===== config.mk =====
export PLATFORM = sky130hd
export DESIGN_NAME = mem_arbiter_flat
export DESIGN_NICKNAME = d
export VERILOG_FILES = /design/src/rtl/mem_arbiter_if.sv /design/src/rtl/mem_arbiter.sv /design/src/flat_wrapper.sv
export SDC_FILE = /design/constraint.sdc
export NUM_CORES = 1
export LEC_CHECK = 0
export BUFFER_PORTS_ARGS = -buffer_cell sky130_fd_sc_hd__buf_2
export CAP_MARGIN = 20
export CORE_ASPECT_RATIO = 1.1
export CORE_MARGIN = 1.5
export CORE_UTILIZATION = 58
export DETAILED_ROUTE_END_ITERATION = 8
export HOLD_SLACK_MARGIN = 0.08
export PLACE_DENSITY = 0.85
export SETUP_SLACK_MARGIN = 0.4
export SLEW_MARGIN = 20
export SYNTH_ARGS = -nofsm -noshare
export SYNTH_HDL_FRONTEND = slang
export SYNTH_SLANG_ARGS = --single-unit

===== constraint.sdc =====
create_clock -name clk -period 5.3 [get_ports clk]
set_input_delay 0.53 -clock clk [delete_from_list [all_inputs] [get_ports clk]]
set_output_delay 0.53 -clock clk [all_outputs]
set_load 0.005 [all_outputs]

===== src/rtl/mem_arbiter_if.sv =====
// Bundle of the fetch, data-access and byte-wide RAM signals around the memory arbiter.
// No logic and no latency; it only carries signals.
// The requesters hold their request until the matching done pulse, and the RAM accepts every cycle.
interface mem_arbiter_if #(
    parameter int ADDR_W = 32
);
    // instruction fetch requester
    logic              if_req_i;
    logic [ADDR_W-1:0] if_addr_i;
    logic [31:0]       if_data_o;
    logic              if_done_o;

    // data-access requester
    logic              mem_req_i;
    logic              mem_we_i;
    logic [1:0]        mem_width_i;
    logic [ADDR_W-1:0] mem_addr_i;
    logic [31:0]       mem_wdata_i;
    logic [31:0]       mem_rdata_o;
    logic              mem_done_o;

    // branch redirect
    logic              flush_i;

    // byte-wide synchronous RAM port
    logic [ADDR_W-1:0] ram_addr_o;
    logic              ram_we_o;
    logic [7:0]        ram_wdata_o;
    logic [7:0]        ram_rdata_i;

    // stall requests to the pipeline controller
    logic              stall_req_if_o;
    logic              stall_req_mem_o;

    // arbiter side
    modport slave (
        input  if_req_i, if_addr_i,
        output if_data_o, if_done_o,
        input  mem_req_i, mem_we_i, mem_width_i, mem_addr_i, mem_wdata_i,
        output mem_rdata_o, mem_done_o,
        input  flush_i,
        output ram_addr_o, ram_we_o, ram_wdata_o,
        input  ram_rdata_i,
        output stall_req_if_o, stall_req_mem_o
    );

    // requester / RAM side
    modport master (
        output if_req_i, if_addr_i,
        input  if_data_o, if_done_o,
        output mem_req_i, mem_we_i, mem_width_i, mem_addr_i, mem_wdata_i,
        input  mem_rdata_o, mem_done_o,
        output flush_i,
        input  ram_addr_o, ram_we_o, ram_wdata_o,
        output ram_rdata_i,
        input  stall_req_if_o, stall_req_mem_o
    );
endinterface


===== src/rtl/mem_arbiter.sv =====
// Shares one byte-wide RAM port between instruction fetch and data access, packing and unpacking little-endian words.
// A read completes at A+n+2 and a write at A+n+1, where A is the acceptance cycle and n is 1, 2 or 4 bytes.
// A request is held until its done pulse, MEM wins over IF, and a flush kills an in-flight fetch.
module mem_arbiter #(
    parameter int ADDR_W = 32
) (
    input  logic       clk,
    input  logic       rst,
    mem_arbiter_if.slave bus
);

    localparam logic [1:0] IDLE     = 2'd0;
    localparam logic [1:0] BUSY_IF  = 2'd1;
    localparam logic [1:0] BUSY_MEM = 2'd2;

    logic [1:0]        state_q,     state_d;
    logic [2:0]        cyc_q,       cyc_d;
    logic [2:0]        nbytes_q,    nbytes_d;
    logic [ADDR_W-1:0] base_q,      base_d;
    logic [31:0]       wdata_q,     wdata_d;
    logic              we_q,        we_d;
    logic [31:0]       asm_q,       asm_d;
    logic [ADDR_W-1:0] ram_addr_q,  ram_addr_d;
    logic              ram_we_q,    ram_we_d;
    logic [7:0]        ram_wdata_q, ram_wdata_d;
    logic [31:0]       if_data_q,   if_data_d;
    logic [31:0]       mem_rdata_q, mem_rdata_d;
    logic              if_done_q,   if_done_d;
    logic              mem_done_q,  mem_done_d;

    logic [2:0]        cyc_nxt;
    logic [1:0]        rd_idx;
    logic [2:0]        mem_nbytes;

    // Byte count of a data access; an encoding of 3 is handled as a word.
    always_comb begin
        mem_nbytes = 3'd4;
        case (bus.mem_width_i)
            2'd0:    mem_nbytes = 3'd1;
            2'd1:    mem_nbytes = 3'd2;
            default: mem_nbytes = 3'd4;
        endcase
    end

    // Scheduler. cyc_q counts the busy cycles: in cycle j the address of byte j is on the RAM
    // port, and the read data for byte j-1 is on ram_rdata_i.
    always_comb begin
        state_d     = state_q;
        cyc_d       = cyc_q;
        nbytes_d    = nbytes_q;
        base_d      = base_q;
        wdata_d     = wdata_q;
        we_d        = we_q;
        asm_d       = asm_q;
        ram_addr_d  = ram_addr_q;
        ram_we_d    = 1'b0;
        ram_wdata_d = ram_wdata_q;
        if_data_d   = if_data_q;
        mem_rdata_d = mem_rdata_q;
        if_done_d   = 1'b0;
        mem_done_d  = 1'b0;
        cyc_nxt     = cyc_q + 3'd1;
        rd_idx      = cyc_q[1:0] - 2'd1;

        case (state_q)
            IDLE: begin
                // A request still held while its own done pulse is high is not accepted again.
                if (!(if_done_q || mem_done_q)) begin
                    if (bus.mem_req_i) begin
                        state_d     = BUSY_MEM;
                        cyc_d       = 3'd0;
                        nbytes_d    = mem_nbytes;
                        base_d      = bus.mem_addr_i;
                        wdata_d     = bus.mem_wdata_i;
                        we_d        = bus.mem_we_i;
                        asm_d       = 32'h0;
                        ram_addr_d  = bus.mem_addr_i;
                        ram_we_d    = bus.mem_we_i;
                        ram_wdata_d = bus.mem_wdata_i[7:0];
                    end else if (bus.if_req_i && !bus.flush_i) begin
                        state_d     = BUSY_IF;
                        cyc_d       = 3'd0;
                        nbytes_d    = 3'd4;
                        base_d      = bus.if_addr_i;
                        wdata_d     = 32'h0;
                        we_d        = 1'b0;
                        asm_d       = 32'h0;
                        ram_addr_d  = bus.if_addr_i;
                        ram_we_d    = 1'b0;
                    end
                end
            end

            BUSY_IF, BUSY_MEM: begin
                if (state_q == BUSY_IF && bus.flush_i) begin
                    // The redirected fetch starts over from byte 0, and the old fetch leaves no trace.
                    state_d = IDLE;
                end else begin
                    cyc_d = cyc_nxt;
                    if (cyc_nxt < nbytes_q) begin
                        ram_addr_d  = base_q + ADDR_W'(cyc_nxt);
                        ram_we_d    = we_q;
                        ram_wdata_d = wdata_q[{cyc_nxt[1:0], 3'b000} +: 8];
                    end
                    if (we_q) begin
                        // A write is done once its last byte has been on the port.
                        if (cyc_nxt == nbytes_q) begin
                            mem_done_d = 1'b1;
                            state_d    = IDLE;
                        end
                    end else begin
                        if (cyc_q != 3'd0) begin
                            asm_d[{rd_idx, 3'b000} +: 8] = bus.ram_rdata_i;
                        end
                        // The last byte arrives the cycle after its address and is captured directly.
                        if (cyc_q == nbytes_q) begin
                            state_d = IDLE;
                            if (state_q == BUSY_IF) begin
                                if_data_d = asm_d;
                                if_done_d = 1'b1;
                            end else begin
                                mem_rdata_d = asm_d;
                                mem_done_d  = 1'b1;
                            end
                        end
                    end
                end
            end

            default: state_d = IDLE;
        endcase
    end

    // State and output registers. Reset drops ram_we_o at once and clears every output.
    always_ff @(posedge clk or negedge rst) begin
        if (!rst) begin
            state_q     <= IDLE;
            cyc_q       <= 3'd0;
            nbytes_q    <= 3'd0;
            base_q      <= '0;
            wdata_q     <= 32'h0;
            we_q        <= 1'b0;
            asm_q       <= 32'h0;
            ram_addr_q  <= '0;
            ram_we_q    <= 1'b0;
            ram_wdata_q <= 8'h0;
            if_data_q   <= 32'h0;
            mem_rdata_q <= 32'h0;
            if_done_q   <= 1'b0;
            mem_done_q  <= 1'b0;
        end else begin
            state_q     <= state_d;
            cyc_q       <= cyc_d;
            nbytes_q    <= nbytes_d;
            base_q      <= base_d;
            wdata_q     <= wdata_d;
            we_q        <= we_d;
            asm_q       <= asm_d;
            ram_addr_q  <= ram_addr_d;
            ram_we_q    <= ram_we_d;
            ram_wdata_q <= ram_wdata_d;
            if_data_q   <= if_data_d;
            mem_rdata_q <= mem_rdata_d;
            if_done_q   <= if_done_d;
            mem_done_q  <= mem_done_d;
        end
    end

    assign bus.ram_addr_o      = ram_addr_q;
    assign bus.ram_we_o        = ram_we_q;
    assign bus.ram_wdata_o     = ram_wdata_q;
    assign bus.if_data_o       = if_data_q;
    assign bus.if_done_o       = if_done_q;
    assign bus.mem_rdata_o     = mem_rdata_q;
    assign bus.mem_done_o      = mem_done_q;
    assign bus.stall_req_if_o  = bus.if_req_i  & ~if_done_q;
    assign bus.stall_req_mem_o = bus.mem_req_i & ~mem_done_q;

endmodule


===== src/flat_wrapper.sv =====
// flat-port wrapper written by rule: the top's interface ports become plain ports
module mem_arbiter_flat 
#(
    parameter int ADDR_W = 32
)
  (clk, rst, bus_if_req_i, bus_if_addr_i, bus_if_data_o, bus_if_done_o, bus_mem_req_i, bus_mem_we_i, bus_mem_width_i, bus_mem_addr_i, bus_mem_wdata_i, bus_mem_rdata_o, bus_mem_done_o, bus_flush_i, bus_ram_addr_o, bus_ram_we_o, bus_ram_wdata_o, bus_ram_rdata_i, bus_stall_req_if_o, bus_stall_req_mem_o);
  mem_arbiter_if #(.ADDR_W(ADDR_W)) bus_i ();
  input  logic clk;
  input  logic rst;
  input wire logic [$bits(bus_i.if_req_i)-1:0] bus_if_req_i;
  input wire logic [$bits(bus_i.if_addr_i)-1:0] bus_if_addr_i;
  output wire logic [$bits(bus_i.if_data_o)-1:0] bus_if_data_o;
  output wire logic [$bits(bus_i.if_done_o)-1:0] bus_if_done_o;
  input wire logic [$bits(bus_i.mem_req_i)-1:0] bus_mem_req_i;
  input wire logic [$bits(bus_i.mem_we_i)-1:0] bus_mem_we_i;
  input wire logic [$bits(bus_i.mem_width_i)-1:0] bus_mem_width_i;
  input wire logic [$bits(bus_i.mem_addr_i)-1:0] bus_mem_addr_i;
  input wire logic [$bits(bus_i.mem_wdata_i)-1:0] bus_mem_wdata_i;
  output wire logic [$bits(bus_i.mem_rdata_o)-1:0] bus_mem_rdata_o;
  output wire logic [$bits(bus_i.mem_done_o)-1:0] bus_mem_done_o;
  input wire logic [$bits(bus_i.flush_i)-1:0] bus_flush_i;
  output wire logic [$bits(bus_i.ram_addr_o)-1:0] bus_ram_addr_o;
  output wire logic [$bits(bus_i.ram_we_o)-1:0] bus_ram_we_o;
  output wire logic [$bits(bus_i.ram_wdata_o)-1:0] bus_ram_wdata_o;
  input wire logic [$bits(bus_i.ram_rdata_i)-1:0] bus_ram_rdata_i;
  output wire logic [$bits(bus_i.stall_req_if_o)-1:0] bus_stall_req_if_o;
  output wire logic [$bits(bus_i.stall_req_mem_o)-1:0] bus_stall_req_mem_o;
  assign bus_i.if_req_i = bus_if_req_i;
  assign bus_i.if_addr_i = bus_if_addr_i;
  assign bus_if_data_o = bus_i.if_data_o;
  assign bus_if_done_o = bus_i.if_done_o;
  assign bus_i.mem_req_i = bus_mem_req_i;
  assign bus_i.mem_we_i = bus_mem_we_i;
  assign bus_i.mem_width_i = bus_mem_width_i;
  assign bus_i.mem_addr_i = bus_mem_addr_i;
  assign bus_i.mem_wdata_i = bus_mem_wdata_i;
  assign bus_mem_rdata_o = bus_i.mem_rdata_o;
  assign bus_mem_done_o = bus_i.mem_done_o;
  assign bus_i.flush_i = bus_flush_i;
  assign bus_ram_addr_o = bus_i.ram_addr_o;
  assign bus_ram_we_o = bus_i.ram_we_o;
  assign bus_ram_wdata_o = bus_i.ram_wdata_o;
  assign bus_i.ram_rdata_i = bus_ram_rdata_i;
  assign bus_stall_req_if_o = bus_i.stall_req_if_o;
  assign bus_stall_req_mem_o = bus_i.stall_req_mem_o;
  mem_arbiter #(.ADDR_W(ADDR_W)) u_core (.clk(clk), .rst(rst), .bus(bus_i));
endmodule

==> tab_implementation.tex, run 1 <==
\begin{tabular}{lr}
\hline
Metric & Value \\
\hline
\multicolumn{2}{l}{\textbf{Yosys}} \\
\quad Number of standard cells after synthesis & 932 \\
\quad Sequential element share of the synthesized area & 54.0\% \\
\quad Cell area after technology mapping & 9830 µm² \\
\quad Mean area per synthesized cell & 10.5 µm² \\
\quad Top FF cell, synth & sky130\_fd\_sc\_hd\_\_dfrtp\_1 \\
\quad Share of flip-flops with an asynchronous set or reset & 100\% \\
\quad Number of distinct standard cells referenced by the synthesized netlist & 54 \\
\quad Synthesis-stage register bit count & 212 \\
\quad Syn Nets & 1060 \\
\quad Post-synth EDFFs & 0 \\
\quad Yosys warning count & 0 \\
\multicolumn{2}{l}{\textbf{Routing}} \\
\quad Vias per std cell & 6.06 \\
\quad Final wirelength & 24700 µm \\
\quad DRC violation count after routing & 0 \\
\quad ANT nets after route & 0 \\
\quad DRT Pass-1 Iters & 5 \\
\quad DRC marker count from the first detailed-route iteration & 722 \\
\quad Avg WL per Cell & 18.5 µm \\
\quad Vias after detailed routing & 8088 \\
\multicolumn{2}{l}{\textbf{Die}} \\
\quad Num rows & 49 \\
\quad Die Footprint & 17700 µm² \\
\quad IO Pins & 221 \\
\quad Initial Utilization & 59.6\% \\
\quad Height of the die & 140 µm \\
\quad Floorplan core area & 16500 µm² \\
\quad Width of the die & 127 µm \\
\multicolumn{2}{l}{\textbf{Placement}} \\
\quad Final weighted congestion of routability-driven global placement & 0.858 \\
\quad Detail Placement HPWL & 16500 µm \\
\quad Pre-CTS setup slack & 1.71 ns \\
\quad Placed cell count & 1295 \\
\quad Count of buffers inserted at the top-level ports & 220 \\
\multicolumn{2}{l}{\textbf{Outcome}} \\
\quad Result of the run & finished clean \\
\multicolumn{2}{l}{\textbf{Timing}} \\
\quad Slew Limit Headroom & 35.3\% \\
\quad Worst Tran Pin Value & 0.962 ns \\
\quad Peak clock frequency supported by timing & 277 MHz \\
\quad RSZ-0062 raised after global routing & false \\
\quad Worst clock skew & 0.00901 ns \\
\quad Number of failing setup endpoints in the final timing report & 0 \\
\quad Final hold violation count & 0 \\
\quad Post-route minimum period & 3.61 ns \\
\quad Final period util & 68.2\% \\
\quad Slew Viols, Final & 0 \\
\quad Worst-case setup margin in the final layout & 1.69 ns \\
\quad Summed negative setup slack over all endpoints & 0 ns \\
\multicolumn{2}{l}{\textbf{Setup path}} \\
\quad CP max stage delay & 0.73 ns \\
\quad Delay-heaviest family, CP & simple AND/OR/NAND/NOR gates \\
\quad Library cell contributing the largest single delay on the critical path & sky130\_fd\_sc\_hd\_\_ha\_1 \\
\quad Startpoint type of the worst setup path & flip-flop \\
\quad WP data arrival & 4.02 ns \\
\quad Critical path type & reg2reg \\
\quad Dominant cell type by count on the critical path & sky130\_fd\_sc\_hd\_\_ha\_1 \\
\quad Slack of the worst reg-to-reg path & 1.69 ns \\
\quad List of cells traversed by the critical path & inv\_1 -> ha\_1 -> ha\_1 -> nor2b\_1 -> o211ai\_1 -> nand3b\_4 -> or2\_1 -> o21ai\_0 \\
\quad Worst setup EP type & flip-flop \\
\quad Endpoint of the lowest-slack register-to-register path & u\_core.bus.ram\_addr\_o[25] \\
\quad Highest net fanout along the worst path & 44 \\
\quad Critical path buffer and inverter count & 1 \\
\quad R2R depth & 8 \\
\quad RR Startpoint & u\_core.cyc\_q[1] \\
\quad Required time reported for the critical path endpoint & 5.70 ns \\
\multicolumn{2}{l}{\textbf{Clock tree}} \\
\quad Clock transition at the registers of the reported paths & 0.07 ns \\
\quad Cells resized by post-CTS repair & 0 \\
\quad TritonCTS sink count & 212 \\
\quad CTS buffer count & 21 \\
\quad CTS Root Buffer Type & sky130\_fd\_sc\_hd\_\_clkbuf\_16 \\
\quad Number of setup buffers added after CTS & 0 \\
\quad Buffer depth of the longest clock path & 3 \\
\quad Insertion delay of the later-clocked pin in the worst-skew pair & 0.49 ns \\
\quad H-tree depth reported by CTS & 1 \\
\quad Clock tree from TritonCTS & done \\
\quad Number of buffers inserted by hold repair at cts & 0 \\
\multicolumn{2}{l}{\textbf{Global routing}} \\
\quad Remaining Overflow, GRT & 0 \\
\quad Via count of the first global-routing pass & 7892 \\
\quad Total global routing track utilization & 28.1\% \\
\quad Pin count of the biggest net entering global routing & 131 \\
\quad First-pass GRT wire length & 40300 µm \\
\quad Number of antenna violations at the first check in global routing & 2 \\
\multicolumn{2}{l}{\textbf{Cells and area}} \\
\quad Sequential cell area in the final layout & 5310 µm² \\
\quad Number of nets in the layout & 1243 \\
\quad P\&R area growth vs syn & 18.8\% \\
\quad Ratio of cells with drive above 1 in the final layout & 25.7\% \\
\quad Most frequent cells in the layout & sky130\_fd\_sc\_hd\_\_buf\_2, sky130\_fd\_sc\_hd\_\_dfrtp\_1, sky130\_fd\_sc\_hd\_\_o21ai\_0, sky130\_fd\_sc\_hd\_\_nand2\_1, sky130\_fd\_sc\_hd\_\_a22o\_1 \\
\quad Area used by multi-input combinational logic & 4210 µm² \\
\quad Cell Count, Final, Fillers Out & 1335 \\
\quad Most common library cell in the layout ignoring fill and taps & sky130\_fd\_sc\_hd\_\_buf\_2 \\
\quad Fillcell total & 1181 \\
\multicolumn{2}{l}{\textbf{Pwr}} \\
\quad Power per unit of standard cell area & 598 nW/µm² \\
\quad VDD IR-drop max & 0.300 mV \\
\quad Total power after layout & 6.98 mW \\
\quad Static leakage & 5.68 nW \\
\multicolumn{2}{l}{\textbf{Hold path}} \\
\quad Type of the tightest min-delay check & in2async \\
\multicolumn{2}{l}{\textbf{Job}} \\
\quad Max-capacitance violation count & 0 \\
\hline
\end{tabular}
-- logic make-up after synthesis --
| logic type | Yosys count | share of synthesized area, % |
|---|---|---|
| fa+ha+maj | 16 | 2.11 |
| compound gates | 297 | 19.4 |
| buf+inv | 81 | 3.44 |
| flops | 212 | 54.0 |
| simple gates | 240 | 11.6 |
| mux | 54 | 6.59 |
| xor+xnor | 32 | 2.85 |
-- through the flow --
stage	area [µm²]	utilization (%)	hold slack, ns
after CTS	11600	70.6	0.234
after global routing	11700	70.8	0.204
after detailed placement	11000	66.6	0.465
after global placement	11000	66.5	0.456
after floorplan	9830	-	0.234
final	11700	70.8	0.0965
-- sequential cells by signal (all words and copies together), names as in the netlist, 2 cells and up --
register / flops
u_core.bus.if_data_o: 32
u_core.state_q: 2
u_core.wdata_q: 32
u_core.cyc_q: 3
u_core.bus.ram_wdata_o: 8
u_core.bus.mem_rdata_o: 32
u_core.bus.ram_addr_o: 32
u_core.base_q: 32
u_core.nbytes_q: 3
u_core.asm_q: 32
-- power breakdown --
group / internal [mW] / switching, mW / total, mW / leakage [nW]
sequential: 2.27 / 0.452 / 2.72 / 2.73
combinational: 1.18 / 1.65 / 2.83 / 2.62
clock: 0.827 / 0.602 / 1.43 / 0.331
-- cell usage after synthesis (3+ instances only) --
master	n	area share (%)
sky130_fd_sc_hd__dfrtp_1	212	54
sky130_fd_sc_hd__nand2_1	105	4.0
sky130_fd_sc_hd__o21ai_0	105	5.3
sky130_fd_sc_hd__a22o_1	69	6.1
sky130_fd_sc_hd__a21oi_1	62	3.2
sky130_fd_sc_hd__nor2_1	50	1.9
sky130_fd_sc_hd__clkbuf_1	41	1.6
sky130_fd_sc_hd__mux2i_1	40	4.1
sky130_fd_sc_hd__a22oi_1	32	2.4
sky130_fd_sc_hd__nor3_1	22	1.1
sky130_fd_sc_hd__xnor2_1	20	1.8
sky130_fd_sc_hd__ha_1	15	1.9
sky130_fd_sc_hd__buf_2	14	0.71
sky130_fd_sc_hd__nand3_1	13	0.66
sky130_fd_sc_hd__xor2_1	12	1.1
sky130_fd_sc_hd__inv_1	11	0.42
sky130_fd_sc_hd__buf_1	10	0.38
sky130_fd_sc_hd__and3_1	8	0.51
sky130_fd_sc_hd__mux4_2	8	1.8
sky130_fd_sc_hd__nor2b_1	7	0.45
sky130_fd_sc_hd__a21o_1	6	0.46
sky130_fd_sc_hd__and4_1	6	0.53
sky130_fd_sc_hd__mux2_2	6	0.69
sky130_fd_sc_hd__o211ai_1	6	0.46
sky130_fd_sc_hd__nand4_1	5	0.32
sky130_fd_sc_hd__buf_4	4	0.31
sky130_fd_sc_hd__nor4_1	4	0.25
sky130_fd_sc_hd__o2111ai_1	4	0.36
sky130_fd_sc_hd__nand2b_1	3	0.19
sky130_fd_sc_hd__o21ai_1	3	0.15
sky130_fd_sc_hd__or3_1	3	0.19
-- worst register-to-register path, stage by stage (launching register included) --
cell	delay (ns)
sky130_fd_sc_hd__dfrtp_1	0.44
sky130_fd_sc_hd__inv_1	0.11
sky130_fd_sc_hd__ha_1	0.73
sky130_fd_sc_hd__ha_1	0.37
sky130_fd_sc_hd__nor2b_1	0.15
sky130_fd_sc_hd__o211ai_1	0.28
sky130_fd_sc_hd__nand3b_4	0.48
sky130_fd_sc_hd__or2_1	0.67
sky130_fd_sc_hd__o21ai_0	0.30
-- per-layer routing --
metal  wire length, µm  global-route usage [%]  share of wire (%)
met3              1850                    4.77                7.5
met1             10100                    38.5                 41
met5                 0                       0                  0
met2             12100                    46.4                 49
met4               569                    8.49                2.3
-- layout make-up --
type | count | share of cell area [%]
Sequential cell | 212 | 45.5
Tap cell | 204 | 2.19
Multi-Input combinational cell | 639 | 36.0
Timing Repair Buffer | 230 | 10.3
Clock buffer | 33 | 5.49
Clock inverter | 4 | 0.172
Antenna cell | 2 | 0.0429
Inverter | 11 | 0.354
-- worst max-delay path by stage --
stage                    startpoint                         to  depth (start not counted)
finish              u_core.cyc_q[1]  u_core.bus.ram_addr_o[25]                          8
CTS                 u_core.cyc_q[1]  u_core.bus.ram_addr_o[25]                          8
global route        u_core.cyc_q[1]  u_core.bus.ram_addr_o[19]                          8
floorplan           u_core.cyc_q[0]  u_core.bus.ram_addr_o[26]                         12
global placement    u_core.cyc_q[1]  u_core.bus.ram_addr_o[16]                          8
detailed placement  u_core.cyc_q[1]  u_core.bus.ram_addr_o[25]                          8
Power figures use the tool's default switching activity.
==> inputs of run 2 (changes only) <==
- CORE_UTILIZATION: 58 -> 49
- PLACE_DENSITY: 0.85 -> 0.76
- clock period: 5.3 -> 3.25 ns (I/O delays scaled with it)
==> run 2 against run 1 <==
- final cell count grew 6.9%
- fmax grew 36%
- worst setup slack lost 1.1 ns
- first-iteration DRC count shrank 25%
- non-clock buffer count grew 44
- clock-buffer cell count shrank 1
- largest cell class unchanged
==> tab_implementation.tex, run 2 (synthesis gave the netlist of run 1 again) <==
\begin{tabular}{lr}
\hline
Metric & Value \\
\hline
\multicolumn{2}{l}{\textbf{Outcome}} \\
\quad Result of the run & finished clean (unchanged) \\
\multicolumn{2}{l}{\textbf{Setup path}} \\
\quad CP max stage delay & 0.44 ns (was 0.73 ns) \\
\quad Delay-heaviest family, CP & adder cells (was simple AND/OR/NAND/NOR gates) \\
\quad Startpoint type of the worst setup path & flip-flop (unchanged) \\
\quad Highest net fanout along the worst path & 10 (was 44) \\
\quad Library cell contributing the largest single delay on the critical path & sky130\_fd\_sc\_hd\_\_dfrtp\_1 (was sky130\_fd\_sc\_hd\_\_ha\_1) \\
\quad Critical path buffer and inverter count & 2 (was 1) \\
\quad Worst setup EP type & flip-flop (unchanged) \\
\quad WP data arrival & 3.08 ns (was 4.02 ns) \\
\quad Critical path type & reg2reg (unchanged) \\
\quad Required time reported for the critical path endpoint & 3.67 ns (was 5.70 ns) \\
\quad List of cells traversed by the critical path & inv\_1 -> ha\_2 -> buf\_4 -> ha\_1 -> and3\_1 -> o211ai\_4 -> xor2\_1 -> mux2\_2 -> o21ai\_0 (was inv\_1 -> ha\_1 -> ha\_1 -> nor2b\_1 -> o211ai\_1 -> nand3b\_4 -> or2\_1 -> o21ai\_0) \\
\multicolumn{2}{l}{\textbf{Global routing}} \\
\quad Via count of the first global-routing pass & 7788 (was 7892) \\
\quad Remaining Overflow, GRT & 0 (unchanged) \\
\quad Number of antenna violations at the first check in global routing & 0 (was 2) \\
\quad First-pass GRT wire length & 40800 µm (was 40300 µm) \\
\quad Total global routing track utilization & 23.9\% (was 28.1\%) \\
\quad Pin count of the biggest net entering global routing & 95 (was 131) \\
\multicolumn{2}{l}{\textbf{Pwr}} \\
\quad Static leakage & 5.91 nW (was 5.68 nW) \\
\quad Clk pwr share & 21.4\% (was 20.5\%) \\
\quad Switching component of the power & 4.43 mW (was 2.70 mW) \\
\quad Switching share of power & 38.1\% (was 38.7\%) \\
\quad Part of the power in registers & 38.2\% (was 38.9\%) \\
\quad Fraction of power consumed by combinational cells & 40.4\% (was 40.6\%) \\
\quad VDD IR-drop max & 0.583 mV (was 0.300 mV) \\
\quad Power per unit of standard cell area & 949 nW/µm² (was 598 nW/µm²) \\
\quad Total internal power & 7.21 mW (was 4.28 mW) \\
\multicolumn{2}{l}{\textbf{Placement}} \\
\quad Count of buffers inserted at the top-level ports & 220 (unchanged) \\
\quad Placed cell count & 1352 (was 1295) \\
\quad Pre-CTS setup slack & 0.308 ns (was 1.71 ns) \\
\quad Detail Placement HPWL & 17000 µm (was 16500 µm) \\
\quad Final weighted congestion of routability-driven global placement & 0.839 (was 0.858) \\
\multicolumn{2}{l}{\textbf{Routing}} \\
\quad DRC marker count from the first detailed-route iteration & 540 (was 722) \\
\quad DRT Pass-1 Iters & 5 (unchanged) \\
\quad Vias after detailed routing & 8061 (was 8088) \\
\quad Final wirelength & 25100 µm (was 24700 µm) \\
\quad Vias per std cell & 5.65 (was 6.06) \\
\quad Avg WL per Cell & 17.6 µm (was 18.5 µm) \\
\quad DRC violation count after routing & 0 (unchanged) \\
\quad ANT nets after route & 0 (unchanged) \\
\multicolumn{2}{l}{\textbf{Timing}} \\
\quad Final period util & 81.8\% (was 68.2\%) \\
\quad Post-route minimum period & 2.66 ns (was 3.61 ns) \\
\quad RSZ-0062 raised after global routing & false (unchanged) \\
\quad Summed negative setup slack over all endpoints & 0 ns (unchanged) \\
\quad Final hold violation count & 0 (unchanged) \\
\quad Peak clock frequency supported by timing & 376 MHz (was 277 MHz) \\
\quad Slew Limit Headroom & 47.1\% (was 35.3\%) \\
\quad Worst-case setup margin in the final layout & 0.592 ns (was 1.69 ns) \\
\quad Worst Tran Pin Value & 0.793 ns (was 0.962 ns) \\
\quad Number of failing setup endpoints in the final timing report & 0 (unchanged) \\
\quad Worst clock skew & 0.0153 ns (was 0.00901 ns) \\
\quad Slew Viols, Final & 0 (unchanged) \\
\multicolumn{2}{l}{\textbf{Clock tree}} \\
\quad CTS buffer count & 23 (was 21) \\
\quad Clock transition at the registers of the reported paths & 0.06 ns (was 0.07 ns) \\
\quad Buffer depth of the longest clock path & 3 (unchanged) \\
\quad CTS Root Buffer Type & sky130\_fd\_sc\_hd\_\_clkbuf\_16 (unchanged) \\
\quad Insertion delay of the later-clocked pin in the worst-skew pair & 0.50 ns (was 0.49 ns) \\
\quad H-tree depth reported by CTS & 1 (unchanged) \\
\quad TritonCTS sink count & 212 (unchanged) \\
\quad Clock tree from TritonCTS & done (unchanged) \\
\multicolumn{2}{l}{\textbf{Cells and area}} \\
\quad Most common library cell in the layout ignoring fill and taps & sky130\_fd\_sc\_hd\_\_buf\_2 (unchanged) \\
\quad Fillcell total & 1645 (was 1181) \\
\quad Number of nets in the layout & 1289 (was 1243) \\
\quad Number of diodes added for antenna fixing & 0 (was 2) \\
\quad Cell Count, Final, Fillers Out & 1427 (was 1335) \\
\quad P\&R area growth vs syn & 24.8\% (was 18.8\%) \\
\quad Final cell utilization of the core & 62.2\% (was 70.8\%) \\
\quad Area used by multi-input combinational logic & 4240 µm² (was 4210 µm²) \\
\quad Sequential cell area in the final layout & 5310 µm² (unchanged) \\
\quad Ratio of cells with drive above 1 in the final layout & 26.4\% (was 25.7\%) \\
\quad Most frequent cells in the layout & sky130\_fd\_sc\_hd\_\_buf\_2, sky130\_fd\_sc\_hd\_\_dfrtp\_1, sky130\_fd\_sc\_hd\_\_o21ai\_0, sky130\_fd\_sc\_hd\_\_nand2\_1, sky130\_fd\_sc\_hd\_\_a22o\_1 (unchanged) \\
\multicolumn{2}{l}{\textbf{Die}} \\
\quad Height of the die & 152 µm (was 140 µm) \\
\quad IO Pins & 221 (unchanged) \\
\quad Num rows & 54 (was 49) \\
\quad Width of the die & 138 µm (was 127 µm) \\
\quad Die Footprint & 20900 µm² (was 17700 µm²) \\
\quad Initial Utilization & 49.8\% (was 59.6\%) \\
\quad Floorplan core area & 19700 µm² (was 16500 µm²) \\
\multicolumn{2}{l}{\textbf{Job}} \\
\quad Max-capacitance violation count & 0 (unchanged) \\
\multicolumn{2}{l}{\textbf{Hold path}} \\
\quad Type of the tightest min-delay check & in2reg (was in2async) \\
\hline
\end{tabular}
==> run 2: changes by cell type in the layout (fill, tap and decap cells not counted), moves of 2 or more <==
cell	previous run	this run
sky130_fd_sc_hd__buf_12	1	3
sky130_fd_sc_hd__buf_4	9	17
sky130_fd_sc_hd__clkbuf_16	21	23
sky130_fd_sc_hd__diode_2	2	0
sky130_fd_sc_hd__dlygate4sd3_1	0	34
sky130_fd_sc_hd__nor3_1	22	19
sky130_fd_sc_hd__nor3_2	0	3
==> run 2: layout make-up <==
class | instances | share of cell area, %
multi-input cells | 639 | 34.6
well taps | 252 | 2.57
flip-flops and latches | 212 | 43.3
clock inverters | 7 | 0.510
clock buffers | 32 | 5.38
inverters | 11 | 0.337
repair buffers | 274 | 13.4
==> run 2: final timing paths <==
check                                          startpoint                         end  slack (ns)  cells after the start
worst max-delay path                      u_core.cyc_q[1]   u_core.bus.ram_addr_o[11]        0.59                      9
min in group asynchronous                             rst  u_core.bus.mem_rdata_o[26]        0.46                      2
worst max register to register            u_core.cyc_q[1]   u_core.bus.ram_addr_o[11]        0.59                      9
worst min register to register  u_core.bus.mem_rdata_o[0]   u_core.bus.mem_rdata_o[0]        0.47                      2
max in group asynchronous                             rst    u_core.bus.if_data_o[12]        1.97                      3
worst min-delay path                   bus_mem_wdata_i[5]           u_core.wdata_q[5]         0.1                      2
==> run 2: worst register-to-register path, cell delays in order (launching register included) <==
cell and delay (ns):
sky130_fd_sc_hd__dfrtp_1 0.44, sky130_fd_sc_hd__inv_1 0.11, sky130_fd_sc_hd__ha_2 0.41, sky130_fd_sc_hd__buf_4 0.24
sky130_fd_sc_hd__ha_1 0.27, sky130_fd_sc_hd__and3_1 0.23, sky130_fd_sc_hd__o211ai_4 0.36, sky130_fd_sc_hd__xor2_1 0.12
sky130_fd_sc_hd__mux2_2 0.27, sky130_fd_sc_hd__o21ai_0 0.13
==> run 2: stage by stage <==
step	instance area [µm²]	power (mW)	hold slack [ns]
after floorplan	9830	7.37	0.0294
after global placement	11100	8.88	0.455
after detailed placement	11100	9.06	0.461
after CTS	12200	11.7	0.0816
after global routing	12300	12.5	0.0897
final	12300	11.6	0.0983
==> run 2: power by group through the flow <==
stage	Clock, mW	Sequential, mW	Combinational [mW]
2_1_floorplan	0	4.33	3.04
3_3_place_gp	0	4.43	4.45
3_5_place_dp	0	4.46	4.61
4_1_cts	2.55	4.43	4.66
5_1_grt	2.68	4.57	5.29
6_report	2.50	4.45	4.70
==> run 2: timing repair <==
item,CTS,global route
cloned,0,0
endpoints found under the hold margin,124,0
pin swaps,0,0
setup endpoints to repair,18,22
hold buffers,34,0
setup buffers,0,2
resized for setup,2,8
==> run 2: routing by layer <==
metal | GRT usage (%) | wire, µm
met1 | 32.0 | 10700
met2 | 40.7 | 12300
met3 | 3.87 | 1470
met4 | 6.95 | 657
met5 | 0 | 0
